## src/rtl/if_id_decode_stage.sv

```systemverilog
// IF/ID pipeline register with MIPS main decode, registered as a unit.
// Optional IF_ID_PERF_EN adds stall_cnt/flush_cnt performance counters.
module if_id_decode_stage #(
  parameter int unsigned           WORD_W   = 32,
  parameter logic [WORD_W-1:0]     NOP_WORD = 32'h0000_0000
) (
  input  logic              clk,
  input  logic              rst_n,
  input  logic              in_valid,
  output logic              in_ready,
  input  logic [WORD_W-1:0] instr_in,
  input  logic [WORD_W-1:0] pc4_in,
  input  logic              flush,
  output logic              out_valid,
  input  logic              out_ready,
  output logic [WORD_W-1:0] instr,
  output logic [WORD_W-1:0] pc4,
  output logic [5:0]        opcode,
  output logic [4:0]        rs,
  output logic [4:0]        rt,
  output logic [4:0]        rd,
  output logic [4:0]        shamt,
  output logic [5:0]        funct,
  output logic [WORD_W-1:0] imm_ext,
  output logic [WORD_W-1:0] br_target,
  output logic [WORD_W-1:0] j_target,
  output logic              reg_dst,
  output logic              alu_src,
  output logic              mem_to_reg,
  output logic              reg_write,
  output logic              mem_read,
  output logic              mem_write,
  output logic              branch,
  output logic              jump,
  output logic [2:0]        alu_op,
  output logic              illegal
`ifdef IF_ID_PERF_EN
  ,
  output logic [31:0]       stall_cnt,
  output logic [15:0]       flush_cnt
`endif
);

  localparam int unsigned IMM_W = 16;
  localparam int unsigned EXT_W = WORD_W - IMM_W;

  localparam logic [5:0] OP_RTYPE = 6'b000000;
  localparam logic [5:0] OP_LW    = 6'b100011;
  localparam logic [5:0] OP_SW    = 6'b101011;
  localparam logic [5:0] OP_BEQ   = 6'b000100;
  localparam logic [5:0] OP_ADDI  = 6'b001000;
  localparam logic [5:0] OP_SLTI  = 6'b001010;
  localparam logic [5:0] OP_ANDI  = 6'b001100;
  localparam logic [5:0] OP_ORI   = 6'b001101;
  localparam logic [5:0] OP_J     = 6'b000010;

  typedef struct packed {
    logic       reg_dst;
    logic       alu_src;
    logic       mem_to_reg;
    logic       reg_write;
    logic       mem_read;
    logic       mem_write;
    logic       branch;
    logic       jump;
    logic [2:0] alu_op;
    logic       illegal;
  } ctrl_t;

  ctrl_t             ctrl_d;
  ctrl_t             ctrl_q;
  logic              zero_ext_c;
  logic [WORD_W-1:0] imm_d;
  logic [WORD_W-1:0] br_d;
  logic [WORD_W-1:0] j_d;
  logic              load_c;
  logic              drain_c;

  assign in_ready = !out_valid || out_ready;
  assign load_c   = in_valid && in_ready;
  assign drain_c  = out_valid && out_ready && !load_c;

  // Main decoder on the incoming word; result is captured together with it
  always_comb begin
    ctrl_d     = '0;
    zero_ext_c = 1'b0;
    case (instr_in[31:26])
      OP_RTYPE: begin
        ctrl_d.reg_dst   = 1'b1;
        ctrl_d.reg_write = 1'b1;
        ctrl_d.alu_op    = 3'b010;
      end
      OP_LW: begin
        ctrl_d.alu_src    = 1'b1;
        ctrl_d.mem_to_reg = 1'b1;
        ctrl_d.reg_write  = 1'b1;
        ctrl_d.mem_read   = 1'b1;
      end
      OP_SW: begin
        ctrl_d.alu_src   = 1'b1;
        ctrl_d.mem_write = 1'b1;
      end
      OP_BEQ: begin
        ctrl_d.branch = 1'b1;
        ctrl_d.alu_op = 3'b001;
      end
      OP_ADDI: begin
        ctrl_d.alu_src   = 1'b1;
        ctrl_d.reg_write = 1'b1;
      end
      OP_SLTI: begin
        ctrl_d.alu_src   = 1'b1;
        ctrl_d.reg_write = 1'b1;
        ctrl_d.alu_op    = 3'b101;
      end
      OP_ANDI: begin
        ctrl_d.alu_src   = 1'b1;
        ctrl_d.reg_write = 1'b1;
        ctrl_d.alu_op    = 3'b011;
        zero_ext_c       = 1'b1;
      end
      OP_ORI: begin
        ctrl_d.alu_src   = 1'b1;
        ctrl_d.reg_write = 1'b1;
        ctrl_d.alu_op    = 3'b100;
        zero_ext_c       = 1'b1;
      end
      OP_J: begin
        ctrl_d.jump = 1'b1;
      end
      default: begin
        ctrl_d.illegal = 1'b1;
      end
    endcase
  end

  // Branch offset always uses the sign-extended immediate; the add wraps
  assign imm_d = zero_ext_c ? {EXT_W'(0), instr_in[15:0]}
                            : {{EXT_W{instr_in[15]}}, instr_in[15:0]};
  assign br_d  = pc4_in + {{(EXT_W-2){instr_in[15]}}, instr_in[15:0], 2'b00};
  assign j_d   = {pc4_in[31:28], instr_in[25:0], 2'b00};

  // Stage register: flush beats load, load beats drain, otherwise hold
  always_ff @(posedge clk or negedge rst_n) begin
    if (!rst_n) begin
      out_valid <= 1'b0;
      instr     <= NOP_WORD;
      pc4       <= '0;
      imm_ext   <= '0;
      br_target <= '0;
      j_target  <= '0;
      ctrl_q    <= '0;
    end else if (flush) begin
      out_valid <= 1'b0;
      instr     <= NOP_WORD;
      pc4       <= '0;
      imm_ext   <= '0;
      br_target <= '0;
      j_target  <= '0;
      ctrl_q    <= '0;
    end else if (load_c) begin
      out_valid <= 1'b1;
      instr     <= instr_in;
      pc4       <= pc4_in;
      imm_ext   <= imm_d;
      br_target <= br_d;
      j_target  <= j_d;
      ctrl_q    <= ctrl_d;
    end else if (drain_c) begin
      out_valid <= 1'b0;
      ctrl_q    <= '0;
    end
  end

  assign opcode     = instr[31:26];
  assign rs         = instr[25:21];
  assign rt         = instr[20:16];
  assign rd         = instr[15:11];
  assign shamt      = instr[10:6];
  assign funct      = instr[5:0];
  assign reg_dst    = ctrl_q.reg_dst;
  assign alu_src    = ctrl_q.alu_src;
  assign mem_to_reg = ctrl_q.mem_to_reg;
  assign reg_write  = ctrl_q.reg_write;
  assign mem_read   = ctrl_q.mem_read;
  assign mem_write  = ctrl_q.mem_write;
  assign branch     = ctrl_q.branch;
  assign jump       = ctrl_q.jump;
  assign alu_op     = ctrl_q.alu_op;
  assign illegal    = ctrl_q.illegal;

`ifdef IF_ID_PERF_EN
  // Free-running wrap-around event counters
  always_ff @(posedge clk or negedge rst_n) begin
    if (!rst_n) begin
      stall_cnt <= '0;
      flush_cnt <= '0;
    end else begin
      if (out_valid && !out_ready) stall_cnt <= stall_cnt + 32'd1;
      if (flush)                   flush_cnt <= flush_cnt + 16'd1;
    end
  end
`endif

endmodule

```

## config.mk

```make
export PLATFORM = sky130hd
export DESIGN_NAME = if_id_decode_stage
export DESIGN_NICKNAME = d
export VERILOG_FILES = /design/src/rtl/if_id_decode_stage.sv
export SDC_FILE = /design/constraint.sdc
export NUM_CORES = 1
export LEC_CHECK = 0
export CAP_MARGIN = 30
export CORE_ASPECT_RATIO = 2
export CORE_MARGIN = 8
export CORE_UTILIZATION = 45
export DETAILED_ROUTE_END_ITERATION = 12
export PLACE_DENSITY = 0.84
export RECOVER_POWER = 50
export SYNTH_ARGS = -nofsm -noshare
export SYNTH_HDL_FRONTEND = slang
export SYNTH_SLANG_ARGS = --single-unit
export TNS_END_PERCENT = 100
```

## constraint.sdc

```tcl
create_clock -name clk -period 4.95 [get_ports clk]
set_clock_uncertainty 0.15 [all_clocks]
set_input_delay 0.495 -clock clk [delete_from_list [all_inputs] [get_ports clk]]
set_output_delay 0.495 -clock clk [all_outputs]
set_load 0.005 [all_outputs]
```

### Word level (Yosys, flattened, before mapping)

Cells that the tools add are included.

* bits in registers: 173
* output and inout bits: 206
* word-level logic and storage cells: 65

* add/sub/neg operators: 1
* eq/ne operators: 8
* muxes and demuxes: 27
* reductions and logical operators: 13

Operator list (count)
* $mux W32: 11
* $mux W12: 3
* $add A32 B32 Y32: 1
* $eq A6 B4 Y1 const B: 4
* $pmux W3 S5: 1
* $eq A6 B6 Y1 const B: 2
* $mux W1: 12
* $reduce_or A6 Y1: 2
* $reduce_or A9 Y1: 1
* $eq A6 B2 Y1 const B: 1
* $eq A6 B3 Y1 const B: 1
* $logic_not A6 Y1: 1
* $logic_and A1 B1 Y1: 3
* $reduce_bool A3 Y1: 1
* $logic_not A1 Y1: 2
* $reduce_bool A2 Y1: 1
* $reduce_or A2 Y1: 1
* $logic_or A1 B1 Y1: 1

### Longest topological paths before layout

Gate-level depths: netlist of the first run.

* depth after elaboration: 8
* mapped depth: 10
* mapped depth without buffers: 10

### Worst setup path before layout of the first run

Ideal clock, no wire load.

* path kind: input to register
* start point: in instr_in[0]
* end point: reg br_target[26]
* library setup time: 0.069 ns
* data arrival time: 2.431 ns
* data required time: 4.731 ns
* path slack: 2.300 ns
* cell stages on the path: 10
* path through: ha_1 -> inv_1 -> fa_1 -> nand2b_1 -> a21oi_4 -> o21ai_4 -> o31ai_4 -> a21oi_2 -> or4_1 -> nand3_1

* word-level cells in the longest chain between the ends: 3

Ends and longest elaborated chain
* start, declared: RTL line 11 `input logic [WORD_W-1:0] instr_in,`
* $add A32 B32 Y32: RTL line 140 `assign br_d = pc4_in + {{(EXT_W-2){instr_in[15]}}, instr_in[15:0], 2'b00};`
* $mux W32: RTL line 161 `end else if (load_c) begin`
* $mux W32: RTL line 153 `end else if (flush) begin`
* end signal, assigned: RTL line 166 `br_target <= br_d;`
* end, declared: RTL line 25 `output logic [WORD_W-1:0] br_target,`

No other way between the ends. The select of a mux whose other input is x is not followed.
A chain may end at the register's enable or synchronous reset.

### Final worst setup path of the first run

* start point: in instr_in[15]
* end point: reg br_target[28]

The elaborated chain is that of the path after synthesis.

==> impl_results.md, run 1 <==
* Status: finished, violations left
* Failing checks: capacitance limit, slew limit
* Post-DR wirelength/cell at 20.3 microns
* Synth Area in Adders at between 5 and 6%
* Sequential share of power at 41.1%
* Worst Path Arrival at 3.52 ns
* Max Buffers Root-to-Sink at 2
* # fillers at roughly 1,100
* Clock power frac at 31.6%
* Site Rows at 62
* CORE AREA at 0.0142 sq mm
* RR Startpoint: out_valid$_DFFE_PN0P_
* Die span in y at 185 microns
* Critical Path Start Type: input port
* Largest net degree at the start of global routing at between 90 and 100
* Cell Chain, Critical Path: clkdlybuf4s50_1 -> ha_1 -> a21o_1 -> a21o_1 -> a21oi_1 -> o211ai_1 -> a21oi_1 -> o21ai_0 -> a221o_1
* Final Hold Vio Count at 0
* Seq cells post-synth at 107
* Crit path required time at 5.02 ns
* Peak supply drop at between 0.15 and 0.2 mV
* Clock latency on the worst-skew pair at 0.35 ns
* Syn Std Cell Area at 0.00646 sq mm
* Global-route wire length before repair at 31,200 microns
* Commonest non-fill, non-tap cell in the layout: clkdlybuf4s50_1
* Simple-gate portion of the synthesized area at 10.3%
* Die Width at slightly above 100 microns
* DR pass1 iterations at 5
* Leak at 4.04 nW
* Crit path max fanout at 17
* Dpl cells at approximately 990
* Cell Count, Final, Fillers Out at ~1,000
* Max-slew violation count at 34
* Final WL at 20,500 microns
* Post-synth EDFFs at 0
* CP Class: input port to flop
* HPWL reported at the end of detailed placement at 15,700 microns
* Starting Density at 45.5%
* Crit-path max cell delay at 0.85 ns
* Total CTS buffers at 9
* Routed vias/inst at 5.62
* Setup crit end kind: flop
* Worst Tran Pin Value at around 1.8 ns
* WHS Endpoint: br_target[22]$_DFFE_PN0P_
* Hold path start: br_target[22]$_DFFE_PN0P_
* Synth cell types at 67
* Worst reg2reg path depth at 7
* Period minus WS final at ~3.4 ns
* RSZ-0062 raised after global routing: no
* Final Wtd Congestion at 0.885
* Max-slew headroom at -17.7%
* Main combinational cell family by area after synthesis: compound AO/OA/AOI/OAI gates
* DR iter-0 viols at 270
* Total grt overflow at 0
* Max FFs per register at 32
* Vias in the first global route at 5,754
* Mux cell area share after synthesis at 0%
* Hold path cells at 2
* Clock Tree Root: clkbuf_16
* Setup TNS at 0 ns
* Synth Area in XOR/XNOR at 2.03%
* Slowest CP cell: clkdlybuf4s50_1
* Initial antenna violation count at 0
* Hold Crit Class: flop to flop
* Area grow syn2layout at 38.4%
* CTS tree: done
* Maxcap violations at 1
* Gr usage total at 21.1%
* Via Count at approximately 5,700
* NetSw at 0.708 mW
* Input/output buffers at 272
* Syn Area/Cell at 9.87 sq um
* Most frequent cells in the layout: clkdlybuf4s50_1 (169), dfrtp_1 (107), dlygate4sd3_1 (103), a22o_1 (64), nand2_1 (57)
* Fraction of registers with async set or reset after synthesis at between 90% and 100%
* Comb power frac at 27.3%
* Top reg by flops: instr
* Fin crit share at 69.6%
* CTS clk-pin slew, worst paths at 0.07 ns
* R2r setup slk at 2.52 ns
* # DRC at 0
* Ys Warns at 0
* Regs by FF count: instr (32), pc4 (31), br_target (30)
* Count of endpoints failing setup in the final report at 0
* Switch share at between 20 and 30%
* FF-to-FF End: br_target[26]$_DFFE_PN0P_
* Int Pwr at 1.67 mW
* Power per cell area at 266 mW/mm^2
* N_diodes at 0
* Post-synthesis sequential area ratio at 41.5%
* Post-Syn Instances at about 650
* Proportion of layout cells with a drive suffix above 1 at 4.52%
* Final #Nets at 913
* Total clock sinks at 107
* Compound-Gate Fraction of Synth Area at 25.5%
* Synth Flop Type: dfrtp_1
* Area of the die at 0.0187 sq mm
* Clock H-tree levels at 3
* FMAX at 290 MHz
* I/O pins at between 200 and 300
* Post-route ant nets at 0
[worst max-delay path, delay by kind of cell]
kind,cells,cell delay [ns]
compound gates,7,1.51
buf+inv,1,0.85
fa+ha+maj,1,0.66
[layout make-up]
| type | count | area (sq um) | share of cell area [%] |
|---|---|---|---|
| Multi-Input combinational cell | 402 | 2850 | 31.9 |
| Timing Repair Buffer | 279 | 2800 | 31.3 |
| Sequential cell | 107 | 2680 | 30.0 |
| Tap cell | 192 | 240 | 2.69 |
| Clock buffer | 10 | 229 | 2.56 |
| Clock inverter | 6 | 81.3 | 0.910 |
| Inverter | 15 | 56.3 | 0.630 |
[logic make-up (layout without fill, tap and decap cells)]
family	after synthesis	after routing
flops	107	107
simple gates	137	137
buf+inv	146	310
xor+xnor	15	15
fa+ha+maj	30	30
compound gates	218	218
other cells	1	2
[worst max path at each step]
stage	start	end	slack, ns
floorplan	instr_in[0]	br_target[26]$_DFFE_PN0P_	2.30
global route	rst_n	br_target[30]$_DFFE_PN0P_	1.47
detailed placement	instr_in[15]	br_target[28]$_DFFE_PN0P_	1.24
finish	instr_in[15]	br_target[28]$_DFFE_PN0P_	1.51
CTS	instr_in[15]	br_target[28]$_DFFE_PN0P_	1.59
global placement	instr_in[15]	br_target[28]$_DFFE_PN0P_	1.36
[power groups by stage]
stage | Combinational [mW] | Sequential, mW | Clock (mW)
global placement | 0.658 | 0.996 | 0
floorplan | 0.347 | 0.995 | 0
CTS | 0.672 | 0.983 | 0.771
finish | 0.649 | 0.979 | 0.752
detailed placement | 0.668 | 0.999 | 0
global route | 0.704 | 0.988 | 0.811
[metrics by stage]
step	power, mW	cell area, sq um	worst slack [ns]	hold slack (ns)	utilization [%]
finish	2.38	8940	1.51	0.324	63.0
global route	2.50	8940	1.47	0.346	63.0
CTS	2.43	8910	1.59	0.178	62.8
detailed placement	1.67	8600	1.24	0.315	60.6
global placement	1.65	8590	1.36	0.310	60.5
floorplan	1.34	6460	2.30	0.0494	-
[layer usage]
layer | share of wire [%] | GRT usage [%] | up-vias
li1 | - | - | 2616
met1 | 39 | 23.9 | 2740
met2 | 48 | 36.2 | 292
met3 | 11 | 6.81 | 32
met4 | 2.1 | 6.83 | 0
met5 | 0 | 0 | -
[synthesized netlist by cell type, drive strengths merged (9+ instances only)]
cell type,n,share of area (%)
buf,107,12
dfrtp,107,41
a22o,64,8.7
nand2,57,3.3
o21ai,41,3.5
a21oi,37,3.2
ha,29,5.6
clkbuf,24,1.7
nor2,20,1.2
inv,15,0.87
nor3,12,1.2
nand3,11,0.85
a21o,9,1.0
nand2b,9,0.87
o211ai,9,1.0
[what timing repair did]
| action | 4_1_cts | 5_1_grt |
|---|---|---|
| setup buffers | 0 | 0 |
| hold buffers | 0 | 1 |
| gates resized for setup | 0 | 0 |
| hold endpoints to repair | 0 | 2 |
Power figures use the tool's default switching activity.
==> inputs of run 2 (changes only) <==
--- a/config.mk
+++ b/config.mk
@@ -8,9 +8,9 @@
 export CAP_MARGIN = 30
 export CORE_ASPECT_RATIO = 2
 export CORE_MARGIN = 8
-export CORE_UTILIZATION = 45
+export CORE_UTILIZATION = 39
 export DETAILED_ROUTE_END_ITERATION = 12
-export PLACE_DENSITY = 0.84
+export PLACE_DENSITY = 0.78
 export RECOVER_POWER = 50
 export SYNTH_ARGS = -nofsm -noshare
 export SYNTH_HDL_FRONTEND = slang
==> constraint.sdc (replaced) <==
create_clock -name clk -period 2.9 [get_ports clk]
set_clock_uncertainty 0.15 [all_clocks]
set_input_delay 0.29 -clock clk [delete_from_list [all_inputs] [get_ports clk]]
set_output_delay 0.29 -clock clk [all_outputs]
set_load 0.005 [all_outputs]
==> run 2 against run 1 <==
The flow still finishes with violations (capacitance limit, slew limit). Total power increased by 68%. Worst setup slack got worse by 1.3 ns. Clock power increased by 53%. Cell count grew 4.7%. Sequential power increased by 71%. Die area increased by 13%. Sequential cell count unchanged. Hold slack gained 0.0046 ns. Utilization is 6.6 points lower. Non-clock buffer count increased by 38. Clock-buffer cell count up 2. Critical path depth grew 2. Critical endpoint is now br_target[26]$_DFFE_PN0P_. Largest cell class is now non-clock buffers. Highest routed layer unchanged.
==> impl_results.md, run 2 (synthesized netlist as in run 1, its figures left out) <==
* Status: finished, violations left
* Failing checks: capacitance limit, slew limit
* Post-CTS Setup Inserts at 0 (unchanged)
* Worst reg2reg path depth at 5 (-2)
* Period minus WS final at 2.72 ns
* Power per cell area at 436 mW/mm^2 (+64%)
* N_diodes at 0 (unchanged)
* Vias in the first global route at 5,858 (+1.8%)
* Commonest non-fill, non-tap cell in the layout: clkdlybuf4s50_1
* Worst Path Arrival at 2.86 ns (-0.66 ns)
* CTS tree: done
* CORE AREA at 0.0163 sq mm (+15%)
* CP Class: input port to flop
* Max Buffers Root-to-Sink at 2 (unchanged)
* Count of endpoints failing setup in the final report at 0 (unchanged)
* HPWL reported at the end of detailed placement at 17,100 microns (+8.7%)
* Final Wtd Congestion at 0.934 (+5.5%)
* Utilization after layout at 56.4% (-6.6 points)
* Max-slew violation count at 31 (-8.8%)
* NetSw at 1.17 mW (+65%)
* Initial antenna violation count at 0 (unchanged)
* Crit path max fanout at 3 (-14)
* Clock power frac at 28.9% (-2.7 points)
* Worst Tran Pin Value at 1.80 ns (+0.0394 ns)
* Largest net degree at the start of global routing at 93 (-3.1%)
* Post-route ant nets at 0 (unchanged)
* Final total power at 4.00 mW (+68%)
* Switch share at 29.2% (-0.59 points)
* Final #Nets at 951 (+4.2%)
* Input/output buffers at 272 (unchanged)
* DR iter-0 viols at 237 (-12%)
* Top reg by flops: instr
* Placed instance area at 0.00892 sq mm (+3.7%)
* Total CTS buffers at 9 (unchanged)
* Global-route wire length before repair at 33,300 microns (+6.5%)
* Site Rows at 66 (+6.5%)
* FMAX at between 300 and 400 MHz
* Setup slack after layout at 0.177 ns (-1.33 ns)
* Hold WS at 0.329 ns (+0.00465 ns)
* CP Launch Point: pc4_in[2]
* Final Hold Vio Count at 0 (unchanged)
* # DRC at 0 (unchanged)
* Dpl cells at 1,044 (+5.1%)
* Comb power frac at 29.3% (+2.0 points)
* Clock latency on the worst-skew pair at 0.34 ns (about the same)
* Setup crit end: br_target[26]$_DFFE_PN0P_
* Die span in y at 198 microns (+6.8%)
* Peak supply drop at 0.336 mV (+110%)
* Maxcap violations at 1 (unchanged)
* RR Startpoint: out_valid$_DFFE_PN0P_
* Leak at 4.19 nW (+3.6%)
* Max-slew headroom at -20.3% (-2.6 points)
* Post-DR wirelength/cell at 20.3 microns (+0.31%)
* Area of the die at 0.0212 sq mm (+13%)
* Regs by FF count: instr (32), pc4 (31), br_target (30)
* Final instance area at 0.00917 sq mm (+2.6%)
* Setup TNS at 0 ns (unchanged)
* Via Count at 5,750 (+1.2%)
* Sequential share of power at 41.9% (+0.8 points)
* Most frequent cells in the layout: clkdlybuf4s50_1 (173), dfrtp_1 (107), dlygate4sd3_1 (99), a22o_1 (64), nand2_1 (57)
* Cell Count, Final, Fillers Out at 1,059 (+4.7%)
* DP Worst Slack at -0.209 ns (-1.45 ns)
* Routed vias/inst at 5.43 (-3.4%)
* Total grt overflow at 0 (unchanged)
* Hold Crit Class: flop to flop
* Crit path required time at 3.04 ns (-1.98 ns)
* Die Width at 107 microns (+6.2%)
* CTS clk-pin slew, worst paths at 0.07 ns (about the same)
* Max FFs per register at 32 (unchanged)
* Final WL at 21,500 microns (+5.1%)
* Clock H-tree levels at 3 (unchanged)
* Cts hold-fix bufs at 1 (+1)
* Starting Density at 39.7% (-5.8 points)
* DR pass1 iterations at 6 (+1)
* Int Pwr at 2.83 mW (+69%)
* Proportion of layout cells with a drive suffix above 1 at 8.54% (+4.0 points)
* I/O pins at 275 (unchanged)
* FF-to-FF End: br_target[13]$_DFFE_PN0P_
* Clock Tree Root: clkbuf_16
* Setup crit end kind: flop
* Critical Path Start Type: input port
* Resized cells post-CTS at 0 (unchanged)
* R2r setup slk at 0.42 ns (-2.10 ns)
* Total clock sinks at 107 (unchanged)
* Fin crit share at around 94%
* Gr usage total at 20.0% (-1.1 points)
* Area grow syn2layout at 42.0%
* RSZ-0062 raised after global routing: no
-- run 2: final cells by class --
type	instances	area (sq um)
repair buffers	317	3070
clock inverters	2	12.5
well taps	204	255
flip-flops and latches	107	2680
fillers	1422	7100
inverters	15	56.3
multi-input cells	402	2840
clock buffers	12	256
-- run 2: critical path: stages --
cell,delay [ns]
clkdlybuf4s50_1,0.49
ha_1,0.18
inv_1,0.06
fa_1,0.41
nand2b_1,0.21
a21oi_4,0.18
o21ai_4,0.10
o31ai_4,0.26
a21oi_2,0.09
or4_1,0.47
nand3_1,0.09
-- run 2: layer usage --
layer / wire [microns] / vias up / part of all wire [%] / GRT usage (%)
met1: 7930 / 2804 / 37 / 21.3
met2: 11800 / 203 / 55 / 37.3
li1: - / 2707 / - / -
met3: 1040 / 36 / 4.8 / 2.80
met4: 799 / 0 / 3.7 / 9.66
met5: 0 / - / 0 / 0
-- run 2: worst min path at each step --
| stage | start | end | slack (ns) | cells past startpoint |
|---|---|---|---|---|
| floorplan | rst_n | alu_op[0]$_DFFE_PN0P_ | -0.16 | 0 |
| finish | br_target[3]$_DFFE_PN0P_ | br_target[3]$_DFFE_PN0P_ | 0.33 | 2 |
| global placement | rst_n | out_valid$_DFFE_PN0P_ | 0.11 | 1 |
| detailed placement | rst_n | out_valid$_DFFE_PN0P_ | 0.11 | 1 |
| global route | br_target[9]$_DFFE_PN0P_ | br_target[9]$_DFFE_PN0P_ | 0.35 | 2 |
| CTS | rst_n | alu_op[1]$_DFFE_PN0P_ | 0.29 | 2 |
-- run 2: power by group through the flow --
stage	combinational [mW]	sequential (mW)	clock, mW
CTS	1.22	1.68	1.19
finish	1.17	1.67	1.15
detailed placement	1.21	1.71	0
floorplan	0.592	1.70	0
global route	1.27	1.69	1.24
global placement	1.20	1.70	0
==> inputs of run 3 (changes only) <==
--- a/config.mk
+++ b/config.mk
@@ -8,9 +8,10 @@
 export CAP_MARGIN = 30
 export CORE_ASPECT_RATIO = 2
 export CORE_MARGIN = 8
-export CORE_UTILIZATION = 39
+export CORE_UTILIZATION = 45
 export DETAILED_ROUTE_END_ITERATION = 12
-export PLACE_DENSITY = 0.78
+export DONT_BUFFER_PORTS = 1
+export HOLD_SLACK_MARGIN = 0.06
 export RECOVER_POWER = 50
 export SYNTH_ARGS = -nofsm -noshare
 export SYNTH_HDL_FRONTEND = slang
==> run 3 against run 2 <==
Worst setup slack worse by 0.046 ns. Total power decreased by 7.2%. Sequential cell count unchanged. Sequential power is 3% higher. Combinational power fell by 42%. Hold slack got worse by 0.85 ns. The run ends with hold timing left. Critical path type unchanged. Wire length down 18%.
==> impl_results.md, run 3 (synthesized netlist as in run 1, its figures left out) <==
* Status: finished, violations left
* Failing checks: hold timing
* I/O pins at 275 (unchanged)
* Final Wtd Congestion at 0.895 (-4.2%)
* Crit path required time at 3.04 ns (about the same)
* Global-route met1 utilization at 21.2% (-0.13 points)
* CTS clk-pin slew, worst paths at 0.08 ns (about the same)
* Setup slack after layout at 0.131 ns (-0.0462 ns)
* Cts hold-fix bufs at 69 (+68)
* Clock latency on the worst-skew pair at 0.35 ns (about the same)
* Routed vias/inst at 5.91 (+8.8%)
* Die Width at 101 microns (-5.9%)
* Placed instance area at 0.00592 sq mm (-34%)
* Proportion of layout cells with a drive suffix above 1 at 7.27% (-1.3 points)
* Power per cell area at 533 mW/mm^2 (+22%)
* Post-DR wirelength/cell at 21.8 microns (+7.0%)
* Fin crit share at 95.5% (+1.6 points)
* CORE AREA at 0.0142 sq mm (-13%)
* Worst Tran Pin Value at 0.779 ns (-1.03 ns)
* Total CTS buffers at 9 (unchanged)
* FMAX at 361 MHz (-1.7%)
* Gr usage total at 18.7% (-1.3 points)
* DR pass1 iterations at 4 (-2)
* Max-slew violation count at 0 (-100%)
* Regs by FF count: instr (32), pc4 (31), br_target (30)
* Largest net degree at the start of global routing at 108 (+16%)
* Clock Tree Root: clkbuf_16
* Hold Crit Class: input port to async pin
* Met2 Use GR at 31.5% (-5.8 points)
* Dpl cells at 725 (-31%)
* Period minus WS final at 2.77 ns (+0.0462 ns)
* RSZ-0062 raised after global routing: no
* Peak supply drop at 0.342 mV (+1.7%)
* Top reg by flops: instr
* Worst Path Arrival at 2.91 ns (+0.05 ns)
* Final WL at 17,600 microns (-18%)
* Area grow syn2layout at 7.75%
* Clock H-tree levels at 3 (unchanged)
* Final total power at 3.71 mW (-7.2%)
* Final #Nets at 713 (-25%)
* Utilization after layout at 49.0% (-7.4 points)
* # fillers at 1,305 (-8.2%)
* Setup TNS at 0 ns (unchanged)
* Initial antenna violation count at 0 (unchanged)
* Max FFs per register at 32 (unchanged)
* Commonest non-fill, non-tap cell in the layout: dfrtp_1
* Crit path max fanout at 5 (+2)
* N_diodes at 0 (unchanged)
* Area of the multi-input gates at 0.00287 sq mm (+1.0%)
* Final instance area at 0.00696 sq mm (-24%)
* FF+latch area at 0.00268 sq mm (unchanged)
* Input/output buffers at 0 (-100%)
* Site Rows at 62 (-6.1%)
* Area of the die at 0.0187 sq mm (-12%)
* CTS tree: done
* DR iter-0 viols at 259 (+9.3%)
* HPWL reported at the end of detailed placement at 12,200 microns (-29%)
* Via Count at 4,793 (-17%)
* Count of endpoints failing setup in the final report at 0 (unchanged)
* Cell Count, Final, Fillers Out at 811 (-23%)
* Total grt overflow at 0 (unchanged)
* Post-route ant nets at 0 (unchanged)
* Leak at 3.11 nW (-26%)
* # DRC at 0 (unchanged)
* Die span in y at 185 microns (-6.3%)
* Final Hold Vio Count at 107 (+107)
* Max Buffers Root-to-Sink at 2 (unchanged)
* Hold WS at -0.524 ns (-0.852 ns)
* Global-route wire length before repair at 27,400 microns (-18%)
* Most frequent cells in the layout: dfrtp_1 (107), dlygate4sd3_1 (69), a22o_1 (64), nand2_1 (57)
* GR Layer Usage met3 at 6.02% (+3.2 points)
* Max-slew headroom at 48.1% (+68 points)
* Setup crit end kind: flop
* CP Class: input port to flop
* Critical Path Start Type: input port
* Busiest grt layer: met2
* Vias in the first global route at 4,937 (-16%)
* Starting Density at 45.5% (+5.8 points)
* Total clock sinks at 107 (unchanged)
* DP Worst Slack at 0.233 ns (+0.442 ns)
* Maxcap violations at 0 (-1)
run 3: cell types whose count changed in the layout (fill, tap and decap cells not counted), sizes merged:
cell,before,now
buf,43,10
bufinv,0,1
clkbuf,14,9
clkdlybuf4s50,173,0
clkinv,1,2
clkinvlp,1,0
dlygate4sd3,99,69
inv,15,19
run 3: report_power, final:
group / internal (mW) / switching, mW / total [mW]
Sequential: 1.59 / 0.133 / 1.72
Clock: 0.698 / 0.610 / 1.31
Combinational: 0.304 / 0.370 / 0.675
run 3: cell type report:
cell class / count / area share [%]
Multi-Input combinational cell: 402 / 41.3
Sequential cell: 107 / 38.5
Timing Repair Buffer: 79 / 11.4
Tap cell: 192 / 3.45
Clock buffer: 9 / 3.24
Clock inverter: 7 / 1.37
Inverter: 15 / 0.809
run 3: routing by layer:
| layer | vias to the layer above | share of wire (%) |
|---|---|---|
| met4 | 0 | 3.0 |
| met3 | 24 | 9.0 |
| met5 | - | 0 |
| li1 | 2216 | - |
| met1 | 2354 | 38 |
| met2 | 199 | 50 |
run 3: worst paths after layout:
| check | start | to | slack [ns] | cells after the start |
|---|---|---|---|---|
| worst max-delay path | pc4_in[2] | br_target[26]$_DFFE_PN0P_ | 0.13 | 11 |
| min in group clk | instr_in[0] | br_target[2]$_DFFE_PN0P_ | 0.08 | 2 |
| worst max register to register | out_valid$_DFFE_PN0P_ | mem_to_reg$_DFFE_PN0P_ | 0.22 | 6 |
| max in group asynchronous | rst_n | instr[11]$_DFFE_PN0P_ | 2.97 | 0 |
| worst min-delay path | rst_n | instr[20]$_DFFE_PN0P_ | -0.52 | 0 |
| worst min register to register | alu_op[2]$_DFFE_PN0P_ | alu_op[2]$_DFFE_PN0P_ | 0.37 | 1 |
run 3: repair_timing:
| action | 4_1_cts | 5_1_grt |
|---|---|---|
| resized for setup | 0 | 4 |
| setup endpoints to repair | 0 | 2 |
| buffers inserted | 0 | 1 |
| endpoints found under the hold margin | 185 | 107 |
run 3: worst max-delay path, cell delays in order:
cell	delay, ns
dlygate4sd3_1	0.55
ha_1	0.18
inv_1	0.06
fa_1	0.38
nand2b_4	0.18
a21oi_4	0.20
o21ai_4	0.11
o31ai_4	0.26
a21oi_4	0.12
or4_1	0.48
nand3_1	0.09
